## config.mk

```make
export PLATFORM = sky130hd
export DESIGN_NAME = ccff_bist_flat
export DESIGN_NICKNAME = d
export VERILOG_FILES = /design/src/rtl/ccff_bist_pkg.sv /design/src/rtl/ccff_bist_if.sv /design/src/rtl/ccff_bist_pattern.sv /design/src/rtl/ccff_bist.sv /design/src/flat_wrapper.sv
export SDC_FILE = /design/constraint.sdc
export NUM_CORES = 1
export LEC_CHECK = 0
export CAP_MARGIN = 25
export CORE_MARGIN = 4
export CORE_UTILIZATION = 60
export CTS_CLUSTER_SIZE = 20
export DETAILED_ROUTE_END_ITERATION = 8
export GPL_TIMING_DRIVEN = 0
export PLACE_DENSITY = 0.82
export SYNTH_ARGS = -nofsm -noshare
export SYNTH_HDL_FRONTEND = slang
export SYNTH_HIERARCHICAL = 1
export SYNTH_SLANG_ARGS = --single-unit
```

## constraint.sdc

```tcl
create_clock -name prog_clk -period 4 [get_ports prog_clk]
set_input_delay 0.8 -clock prog_clk [delete_from_list [all_inputs] [get_ports prog_clk]]
set_output_delay 0.8 -clock prog_clk [all_outputs]
set_load 0.02 [all_outputs]
```

## src/rtl/ccff_bist_pkg.sv

```systemverilog
// ccff_bist_pkg
//   Shared types and helpers for the configuration-chain self-test.
//   - state_e   : BIST controller states
//   - mode_e    : pattern selection (single pulse / alternating)
//   - shift_len : number of SHIFT cycles for a given mode and chain geometry
//   - cnt_width : width of the SHIFT cycle counter
package ccff_bist_pkg;

    typedef enum logic [1:0] {
        IDLE   = 2'd0,
        SHIFT  = 2'd1,
        REPORT = 2'd2
    } state_e;

    typedef enum logic {
        MODE_PULSE = 1'b0,
        MODE_ALT   = 1'b1
    } mode_e;

    // Pattern length P is 1 for a single pulse, one full chain for alternating.
    function automatic int unsigned shift_len(input mode_e       m,
                                              input int unsigned chain_length,
                                              input int unsigned num_tail);
        int unsigned plen;
        plen = (m == MODE_ALT) ? chain_length : 1;
        return chain_length + plen + num_tail;
    endfunction

    // Wide enough for the longest test (alternating mode) with headroom.
    function automatic int unsigned cnt_width(input int unsigned chain_length,
                                              input int unsigned num_tail);
        return $clog2(2 * chain_length + num_tail + 1);
    endfunction

endpackage

```

## src/rtl/ccff_bist_if.sv

```systemverilog
// ccff_bist_if
//   Control/status and chain-pin bundle for ccff_bist.
//   start, mode          : test request and pattern select
//   ccff_head, ccff_tail : drive into / return from the configuration chains
//   busy, done, pass     : test progress and verdict
//   err_count            : saturating count of cycles with any mismatch
//   err_chain_mask       : sticky per-chain mismatch flags
//   Modports: master = controller/fabric side, slave = BIST block.
interface ccff_bist_if #(
    parameter int unsigned NUM_CHAINS = 1,
    parameter int unsigned ERR_W      = 16
);
    logic                  start;
    logic                  mode;
    logic [NUM_CHAINS-1:0] ccff_head;
    logic [NUM_CHAINS-1:0] ccff_tail;
    logic                  busy;
    logic                  done;
    logic                  pass;
    logic [ERR_W-1:0]      err_count;
    logic [NUM_CHAINS-1:0] err_chain_mask;

    modport master (
        output start,
        output mode,
        output ccff_tail,
        input  ccff_head,
        input  busy,
        input  done,
        input  pass,
        input  err_count,
        input  err_chain_mask
    );

    modport slave (
        input  start,
        input  mode,
        input  ccff_tail,
        output ccff_head,
        output busy,
        output done,
        output pass,
        output err_count,
        output err_chain_mask
    );

endinterface

```

## src/rtl/ccff_bist_pattern.sv

```systemverilog
// ccff_bist_pattern
//   Combinational pattern generator pat(idx) for the chain self-test.
//   idx     : position in the pattern stream
//   plen    : pattern length P; positions at or beyond P yield 0
//   mode    : MODE_PULSE -> 1, MODE_ALT -> ~idx[0] (1,0,1,0,...)
//   pat_bit : pattern bit for idx
module ccff_bist_pattern
    import ccff_bist_pkg::*;
#(
    parameter int unsigned CNT_W = 7
) (
    input  logic [CNT_W-1:0] idx,
    input  logic [CNT_W-1:0] plen,
    input  mode_e            mode,
    output logic             pat_bit
);

    always_comb begin
        pat_bit = 1'b0;
        if (idx < plen) begin
            pat_bit = (mode == MODE_ALT) ? ~idx[0] : 1'b1;
        end
    end

endmodule

```

## src/rtl/ccff_bist.sv

```systemverilog
// ccff_bist
//   On-chip self-test for the fabric configuration chains, clocked by the
//   programming clock. A pattern is shifted into every chain head; each tail
//   must return the same pattern CHAIN_LENGTH cycles later, then NUM_TAIL
//   zeros.
//   prog_clk   : programming clock (only clock)
//   prog_reset : synchronous, active-high reset; aborts a running test
//   bus        : ccff_bist_if slave modport (start/mode in, chain head/tail,
//                busy/done/pass/err_count/err_chain_mask out)
module ccff_bist
    import ccff_bist_pkg::*;
#(
    parameter int unsigned NUM_CHAINS   = 1,
    parameter int unsigned CHAIN_LENGTH = 64,
    parameter int unsigned NUM_TAIL     = 2,
    parameter int unsigned ERR_W        = 16
) (
    input logic           prog_clk,
    input logic           prog_reset,
    ccff_bist_if.slave    bus
);

    localparam int unsigned CNT_W = cnt_width(CHAIN_LENGTH, NUM_TAIL);

    localparam logic [CNT_W-1:0] LEN_C      = CNT_W'(CHAIN_LENGTH);
    localparam logic [CNT_W-1:0] LAST_PULSE =
        CNT_W'(shift_len(MODE_PULSE, CHAIN_LENGTH, NUM_TAIL) - 1);
    localparam logic [CNT_W-1:0] LAST_ALT   =
        CNT_W'(shift_len(MODE_ALT, CHAIN_LENGTH, NUM_TAIL) - 1);

    state_e                state_q;
    state_e                state_d;
    logic [CNT_W-1:0]      cnt_q;
    logic [CNT_W-1:0]      cnt_d;
    logic [CNT_W-1:0]      last_c;
    logic                  accept;

    mode_e                 mode_q;
    mode_e                 mode_d;
    logic [CNT_W-1:0]      plen_q;
    logic [CNT_W-1:0]      plen_d;

    logic                  head_bit;
    logic                  exp_bit;
    logic [CNT_W-1:0]      k_idx;
    logic                  check_en;
    logic [NUM_CHAINS-1:0] mism;
    logic [NUM_CHAINS-1:0] mask_d;

    logic [NUM_CHAINS-1:0] head_q;
    logic [ERR_W-1:0]      err_q;
    logic [NUM_CHAINS-1:0] mask_q;
    logic                  pass_q;

    // ------------------------------------------------------------------
    // FSM: state register
    // ------------------------------------------------------------------
    always_ff @(posedge prog_clk) begin
        if (prog_reset) begin
            state_q <= IDLE;
        end else begin
            state_q <= state_d;
        end
    end

    assign last_c = (mode_q == MODE_ALT) ? LAST_ALT : LAST_PULSE;

    // ------------------------------------------------------------------
    // FSM: next state and cycle counter
    // ------------------------------------------------------------------
    always_comb begin
        state_d = state_q;
        cnt_d   = cnt_q;
        accept  = 1'b0;
        unique case (state_q)
            IDLE: begin
                if (bus.start) begin
                    accept  = 1'b1;
                    state_d = SHIFT;
                    cnt_d   = '0;
                end
            end
            SHIFT: begin
                if (cnt_q == last_c) begin
                    state_d = REPORT;
                    cnt_d   = '0;
                end else begin
                    cnt_d = cnt_q + CNT_W'(1);
                end
            end
            REPORT: begin
                state_d = IDLE;
            end
            default: begin
                state_d = IDLE;
                cnt_d   = '0;
            end
        endcase
    end

    // Mode for the head generator must be the incoming one on the accept
    // cycle, because the head register is loaded with pat(0) on that edge.
    assign mode_d = accept ? mode_e'(bus.mode) : mode_q;
    assign plen_d = (mode_d == MODE_ALT) ? LEN_C : CNT_W'(1);
    assign plen_q = (mode_q == MODE_ALT) ? LEN_C : CNT_W'(1);

    // ccff_head is registered, so it is loaded with pat(c) on the edge that
    // starts cycle c; hence the head generator looks at the next count.
    ccff_bist_pattern #(
        .CNT_W (CNT_W)
    ) u_head_pat (
        .idx     (cnt_d),
        .plen    (plen_d),
        .mode    (mode_d),
        .pat_bit (head_bit)
    );

    // A bit driven in cycle c reaches the tail during cycle c+CHAIN_LENGTH,
    // so the expected value at count c is pat(c - CHAIN_LENGTH).
    assign k_idx    = cnt_q - LEN_C;
    assign check_en = (state_q == SHIFT) && (cnt_q >= LEN_C);

    ccff_bist_pattern #(
        .CNT_W (CNT_W)
    ) u_exp_pat (
        .idx     (k_idx),
        .plen    (plen_q),
        .mode    (mode_q),
        .pat_bit (exp_bit)
    );

    assign mism   = check_en ? (bus.ccff_tail ^ {NUM_CHAINS{exp_bit}}) : '0;
    assign mask_d = mask_q | mism;

    // ------------------------------------------------------------------
    // Datapath: counter, head drive, error tracking, verdict
    // ------------------------------------------------------------------
    always_ff @(posedge prog_clk) begin
        if (prog_reset) begin
            cnt_q  <= '0;
            mode_q <= MODE_PULSE;
            head_q <= '0;
            err_q  <= '0;
            mask_q <= '0;
            pass_q <= 1'b0;
        end else begin
            cnt_q  <= cnt_d;
            mode_q <= mode_d;
            head_q <= (state_d == SHIFT) ? {NUM_CHAINS{head_bit}} : '0;

            if (accept) begin
                err_q  <= '0;
                mask_q <= '0;
                pass_q <= 1'b0;
            end else if (state_q == SHIFT) begin
                if (|mism) begin
                    mask_q <= mask_d;
                    if (err_q != '1) begin
                        err_q <= err_q + ERR_W'(1);
                    end
                end
                // Verdict uses mask_d so the final check cycle is included.
                if (state_d == REPORT) begin
                    pass_q <= (mask_d == '0);
                end
            end
        end
    end

    assign bus.ccff_head      = head_q;
    assign bus.busy           = (state_q == SHIFT);
    assign bus.done           = (state_q == REPORT);
    assign bus.pass           = pass_q;
    assign bus.err_count      = err_q;
    assign bus.err_chain_mask = mask_q;

endmodule

```

## src/flat_wrapper.sv

```systemverilog
// flat-port wrapper written by rule: the top's interface ports become plain ports
module ccff_bist_flat import ccff_bist_pkg::*;
#(
    parameter int unsigned NUM_CHAINS   = 1,
    parameter int unsigned CHAIN_LENGTH = 64,
    parameter int unsigned NUM_TAIL     = 2,
    parameter int unsigned ERR_W        = 16
)
  (prog_clk, prog_reset, bus_start, bus_mode, bus_ccff_tail, bus_ccff_head, bus_busy, bus_done, bus_pass, bus_err_count, bus_err_chain_mask);
  ccff_bist_if #(.NUM_CHAINS(NUM_CHAINS), .ERR_W(ERR_W)) bus_i ();
  input logic prog_clk;
  input logic prog_reset;
  input wire logic [$bits(bus_i.start)-1:0] bus_start;
  input wire logic [$bits(bus_i.mode)-1:0] bus_mode;
  input wire logic [$bits(bus_i.ccff_tail)-1:0] bus_ccff_tail;
  output wire logic [$bits(bus_i.ccff_head)-1:0] bus_ccff_head;
  output wire logic [$bits(bus_i.busy)-1:0] bus_busy;
  output wire logic [$bits(bus_i.done)-1:0] bus_done;
  output wire logic [$bits(bus_i.pass)-1:0] bus_pass;
  output wire logic [$bits(bus_i.err_count)-1:0] bus_err_count;
  output wire logic [$bits(bus_i.err_chain_mask)-1:0] bus_err_chain_mask;
  assign bus_i.start = bus_start;
  assign bus_i.mode = bus_mode;
  assign bus_i.ccff_tail = bus_ccff_tail;
  assign bus_ccff_head = bus_i.ccff_head;
  assign bus_busy = bus_i.busy;
  assign bus_done = bus_i.done;
  assign bus_pass = bus_i.pass;
  assign bus_err_count = bus_i.err_count;
  assign bus_err_chain_mask = bus_i.err_chain_mask;
  ccff_bist #(.NUM_CHAINS(NUM_CHAINS), .CHAIN_LENGTH(CHAIN_LENGTH), .NUM_TAIL(NUM_TAIL), .ERR_W(ERR_W)) u_core (.prog_clk(prog_clk), .prog_reset(prog_reset), .bus(bus_i));
endmodule
```

==> results list <==
* Run status: finished, final reports clean
* Maxcap violations: 0
* Worst-path fanout max: 8
* Largest family of logic cells by synthesized area: simple AND/OR/NAND/NOR gates
- Clock latency on the worst-skew pair, taken at its later pin, is about 330 ps.
* Startpoint Class: flip-flop
- In the global route stage, met3 resource usage came out at 0.0466.
- For this run, the total global-route usage over all layers was measured as 0.228.
- In this run, post-CTS hold repair placed 0 buffers.
* Max VDD drop: about 0.24 mV
- Hold slack final: between 400 and 500 ps
* Die outline width: between 60 and 70 µm
- Accumulated negative setup slack: 0 ps
* Hold Path Class: reg -> reg
- The floorplan step set the die height to 67.3 µm.
* Layout filler cell count: between 200 and 300
- Compound-cell area share of the yosys netlist: 0.201
- The root buffer cell chosen for the clock tree is sky130_fd_sc_hd__clkbuf_4.
* Sequential element share of the synthesized area: 0.284
* # DRC: 0
* CTS H-tree depth: 2
- DR pass1 iterations: 4
- Dividing the detail-routed via count by the number of cells gives between 5 and 6.
- Top cell type by total area after synthesis: sky130_fd_sc_hd__dfxtp_1
- Clock-pin slew was measured on the worst setup and hold paths at ~100 ps.
* Main area contributors after synthesis: sky130_fd_sc_hd__dfxtp_1 28%, sky130_fd_sc_hd__ha_1 10%, sky130_fd_sc_hd__nand2_1 4.6%
* Share of the synthesized area in the top cell type: 0.284
* Area Overhead vs Synth: 18.3%
* Max transition margin: 0.579
* Total setup buffers inserted after CTS: 0
* Peak-usage layer in the global routing report: met2
* Largest incremental delay on the critical path: ~500 ps
- Placed cell count: 337
- RSZ-0062 raised after global routing: false
- In the synthesized netlist the dominant register cell turns out to be sky130_fd_sc_hd__dfxtp_1.
- After global routing the overflow that remains totals 0.
* Final Hold Fails: 0
- Count of yosys warnings during synthesis: 6
- In the final layout, the share of cells above drive strength 1 is 0.0839.
* GPL Wtd Cong: ~0.90
- The number of slew-limit violations in the final report was 0.
* Ant. Diodes: 0
- After detailed routing, the average wire length per cell comes to 14.0 µm.
- TritonCTS buffer count: 5
- DRT antenna net count: 0
- Classification of the worst setup path: reg -> reg
- After synthesis, the share of flip-flops with an asynchronous set or reset is 0.
- Measured against the total synthesized area, the mux share comes to 0.0480.
- Power per standard cell area: 223 mW/mm²
- Largest net degree at the start of global routing: 11
- In this run the count of I/O pins placed on the die edge is 26.
- For this configuration, the core starts out at a cell density of 0.628.
- The total area inside the core boundary comes to approximately 0.0034 mm².
* Net total in the final layout: 320
- Basic-gate share of the synthesized area counting and, or, nand and nor cells: 0.282
- The completed layout was analyzed and its total power is between 500 and 600 µW.
- For met2 alone, demand over resource in global routing was 0.339.
* Crit path time final: 3150 ps
- Post-detail-place hpwl: ~3600 µm
* Required time reported for the critical path endpoint: ~4300 ps
- DR iter-0 viols: about 200
* Post-synthesis share of cell area spent on full adders, half adders and majority gates: 0.101
- Critical path's slowest cell: sky130_fd_sc_hd__or4_1
- The routed design has between 4000 and 5000 µm of wire.
* Die ar.: between 0.004 and 0.005 mm²
* Buffer levels on the longest clock path: 2
* Cell count after synthesis: roughly 260
- Yosys cell types: 55
* TritonCTS Sinks: 30
* Worst clock skew: between 15 and 20 ps
- Number of vias in the routed layout: roughly 2000
- Of the total synthesized cell area, the portion taken by XOR and XNOR cells is 0.0172.
- Port-buffer cells: 24
- Number of non-filler instances in the completed layout: around 340
* Final setup vio count: 0
* Crit path cell chain: inv_1, ha_1, inv_1, ha_1, a221oi_2, o21ai_1, a41oi_1, xor2_4, nand4_1, or4_1, a21oi_1
* Max Freq: around 320 MHz
- The initialized floorplan defines 21 standard-cell rows.
- Arrival time at the worst endpoint: 3430 ps
* Mapped Avg Cell Area: 8.25 µm²
- Sum of buffers and inverters on the critical path: 2
* Global-route track usage on met1: 0.328
- TritonCTS built the clock tree.
- Slew at the pin closest to its max-slew limit: 629 ps
* CTS-repair resized insts: 0
- STA classifies the critical path endpoint as a flip-flop.
* Initial antenna violation count: 0
* Yosys reg bits: 30
* Number of global-route vias before repair: between 1500 and 2000
* Gate family responsible for the most delay along the worst path: compound AO/OA/AOI/OAI gates
- Static leakage power: between 0.9 and 1 nW
- Number of enable-type register cells in the synthesized netlist: 0
- Global-route wire length before repair: 7910 µm
* Ratio of final minimum period to clock period: 0.789
- In this run the cell area of the synthesized design comes to 0.00211 mm².
## worst min-delay path: cells and delay by family (launching register included)
family / cells / cell delay, ps
simple gates: 1 / 50
mux: 1 / 50
flops: 1 / 320
## stage by stage
stage	util	worst slack, ps	cell area [µm²]
floorplan	-	1260	2150
global placement	0.729	783	2450
detailed placement	0.729	796	2450
CTS	0.743	849	2500
global route	0.743	615	2500
finish	0.743	845	2500
## layout make-up
type / instances / area, µm² / share of cell area
Multi-Input combinational cell: 205 / 1420 / 0.567
Buffer: 9 / 50.0 / 0.0200
Clock buffer: 5 / 37.5 / 0.0150
Clock inverter: 2 / 10.0 / 0.00400
Inverter: 23 / 86.3 / 0.0345
Timing Repair Buffer: 24 / 240 / 0.0961
Tap cell: 46 / 57.6 / 0.0230
Sequential cell: 30 / 601 / 0.240
## power by group
group          total, mW  switching (mW)  internal, mW  leakage [nW]
Combinational     0.0820          0.0469        0.0350         0.670
Sequential         0.309         0.00628         0.302         0.242
Clock              0.168           0.105        0.0631        0.0308
## synth_stat cells (2+ instances only)
| master | n |
|---|---|
| sky130_fd_sc_hd__and2b_2 | 2 |
| sky130_fd_sc_hd__a41oi_1 | 2 |
| sky130_fd_sc_hd__o31ai_1 | 5 |
| sky130_fd_sc_hd__and2_1 | 2 |
| sky130_fd_sc_hd__mux2i_1 | 9 |
| sky130_fd_sc_hd__nand4_1 | 7 |
| sky130_fd_sc_hd__o21ai_1 | 5 |
| sky130_fd_sc_hd__o311ai_0 | 2 |
| sky130_fd_sc_hd__inv_1 | 23 |
| sky130_fd_sc_hd__nand3_1 | 11 |
| sky130_fd_sc_hd__and4_1 | 2 |
| sky130_fd_sc_hd__or4_1 | 5 |
| sky130_fd_sc_hd__nor4bb_1 | 2 |
| sky130_fd_sc_hd__a211oi_1 | 6 |
| sky130_fd_sc_hd__nor2b_1 | 3 |
| sky130_fd_sc_hd__a221oi_2 | 2 |
| sky130_fd_sc_hd__a32o_1 | 2 |
| sky130_fd_sc_hd__nor3_1 | 6 |
| sky130_fd_sc_hd__nand2_1 | 26 |
| sky130_fd_sc_hd__a22o_1 | 2 |
| sky130_fd_sc_hd__buf_6 | 2 |
| sky130_fd_sc_hd__nor2_1 | 17 |
| sky130_fd_sc_hd__or3_1 | 7 |
| sky130_fd_sc_hd__a21oi_1 | 14 |
| sky130_fd_sc_hd__dfxtp_1 | 30 |
| sky130_fd_sc_hd__and3_1 | 3 |
| sky130_fd_sc_hd__ha_1 | 17 |
| sky130_fd_sc_hd__a31oi_1 | 2 |
| sky130_fd_sc_hd__nor3b_1 | 2 |
| sky130_fd_sc_hd__o21ai_0 | 4 |
| sky130_fd_sc_hd__o41ai_1 | 5 |
| sky130_fd_sc_hd__clkbuf_1 | 6 |
## flip-flops by register name (all words and copies together) (netlist names)
signal	count
u_core/bus.err_count	16
u_core/cnt_q	8
u_core/state_q	2
u_core/bus.ccff_head	1
u_core/bus.err_chain_mask	1
u_core/bus.pass	1
u_core/mode_q	1
## cells in the final DEF, fill, tap and decap left out, types with 2 or more instances in the layout
cell type,instances
sky130_fd_sc_hd__nor2b_1,3
sky130_fd_sc_hd__a211oi_1,6
sky130_fd_sc_hd__clkbuf_4,5
sky130_fd_sc_hd__nand3_1,11
sky130_fd_sc_hd__clkbuf_1,6
sky130_fd_sc_hd__nor3_1,6
sky130_fd_sc_hd__nor2_1,17
sky130_fd_sc_hd__o31ai_1,5
sky130_fd_sc_hd__o21ai_0,4
sky130_fd_sc_hd__conb_1,12
sky130_fd_sc_hd__a41oi_1,2
sky130_fd_sc_hd__or4_1,5
sky130_fd_sc_hd__and2_1,2
sky130_fd_sc_hd__inv_1,23
sky130_fd_sc_hd__mux2i_1,9
sky130_fd_sc_hd__nand2_1,26
sky130_fd_sc_hd__dfxtp_1,30
sky130_fd_sc_hd__ha_1,17
sky130_fd_sc_hd__o311ai_0,2
sky130_fd_sc_hd__or3_1,7
sky130_fd_sc_hd__and4_1,2
sky130_fd_sc_hd__nor3b_1,2
sky130_fd_sc_hd__a32o_1,2
sky130_fd_sc_hd__clkdlybuf4s50_1,24
sky130_fd_sc_hd__nor4bb_1,2
sky130_fd_sc_hd__a22o_1,2
sky130_fd_sc_hd__a21oi_1,14
sky130_fd_sc_hd__o21ai_1,5
sky130_fd_sc_hd__o41ai_1,5
sky130_fd_sc_hd__and2b_2,2
sky130_fd_sc_hd__a31oi_1,2
sky130_fd_sc_hd__and3_1,3
sky130_fd_sc_hd__buf_6,2
sky130_fd_sc_hd__clkinv_2,2
sky130_fd_sc_hd__a221oi_2,2
sky130_fd_sc_hd__nand4_1,7
## routing by layer
metal,wire (µm),part of all wire
met1,2360,0.49
met2,2080,0.43
met3,320,0.067
met4,48,0.010
met5,0,0
## kinds of logic after synthesis
kind of cell | count (synthesis)
other cells | 1
xor+xnor | 2
flops | 30
fa+ha+maj | 17
simple gates | 105
compound gates | 59
mux | 10
buf+inv | 32
## worst paths after layout
kind | from | end | depth (start not counted) | slack (ps)
worst max-delay path | u_core/cnt_q[6]$_SDFF_PP0_ | u_core/bus.err_count[8]$_SDFFE_PP0P_ | 11 | 850
worst min-delay path | u_core/bus.pass$_SDFFE_PP0P_ | u_core/bus.pass$_SDFFE_PP0P_ | 2 | 470
worst max register to register | u_core/cnt_q[6]$_SDFF_PP0_ | u_core/bus.err_count[8]$_SDFFE_PP0P_ | 11 | 850
worst min register to register | u_core/bus.pass$_SDFFE_PP0P_ | u_core/bus.pass$_SDFFE_PP0P_ | 2 | 470
Note: power is estimated with default switching activity, not from simulation.
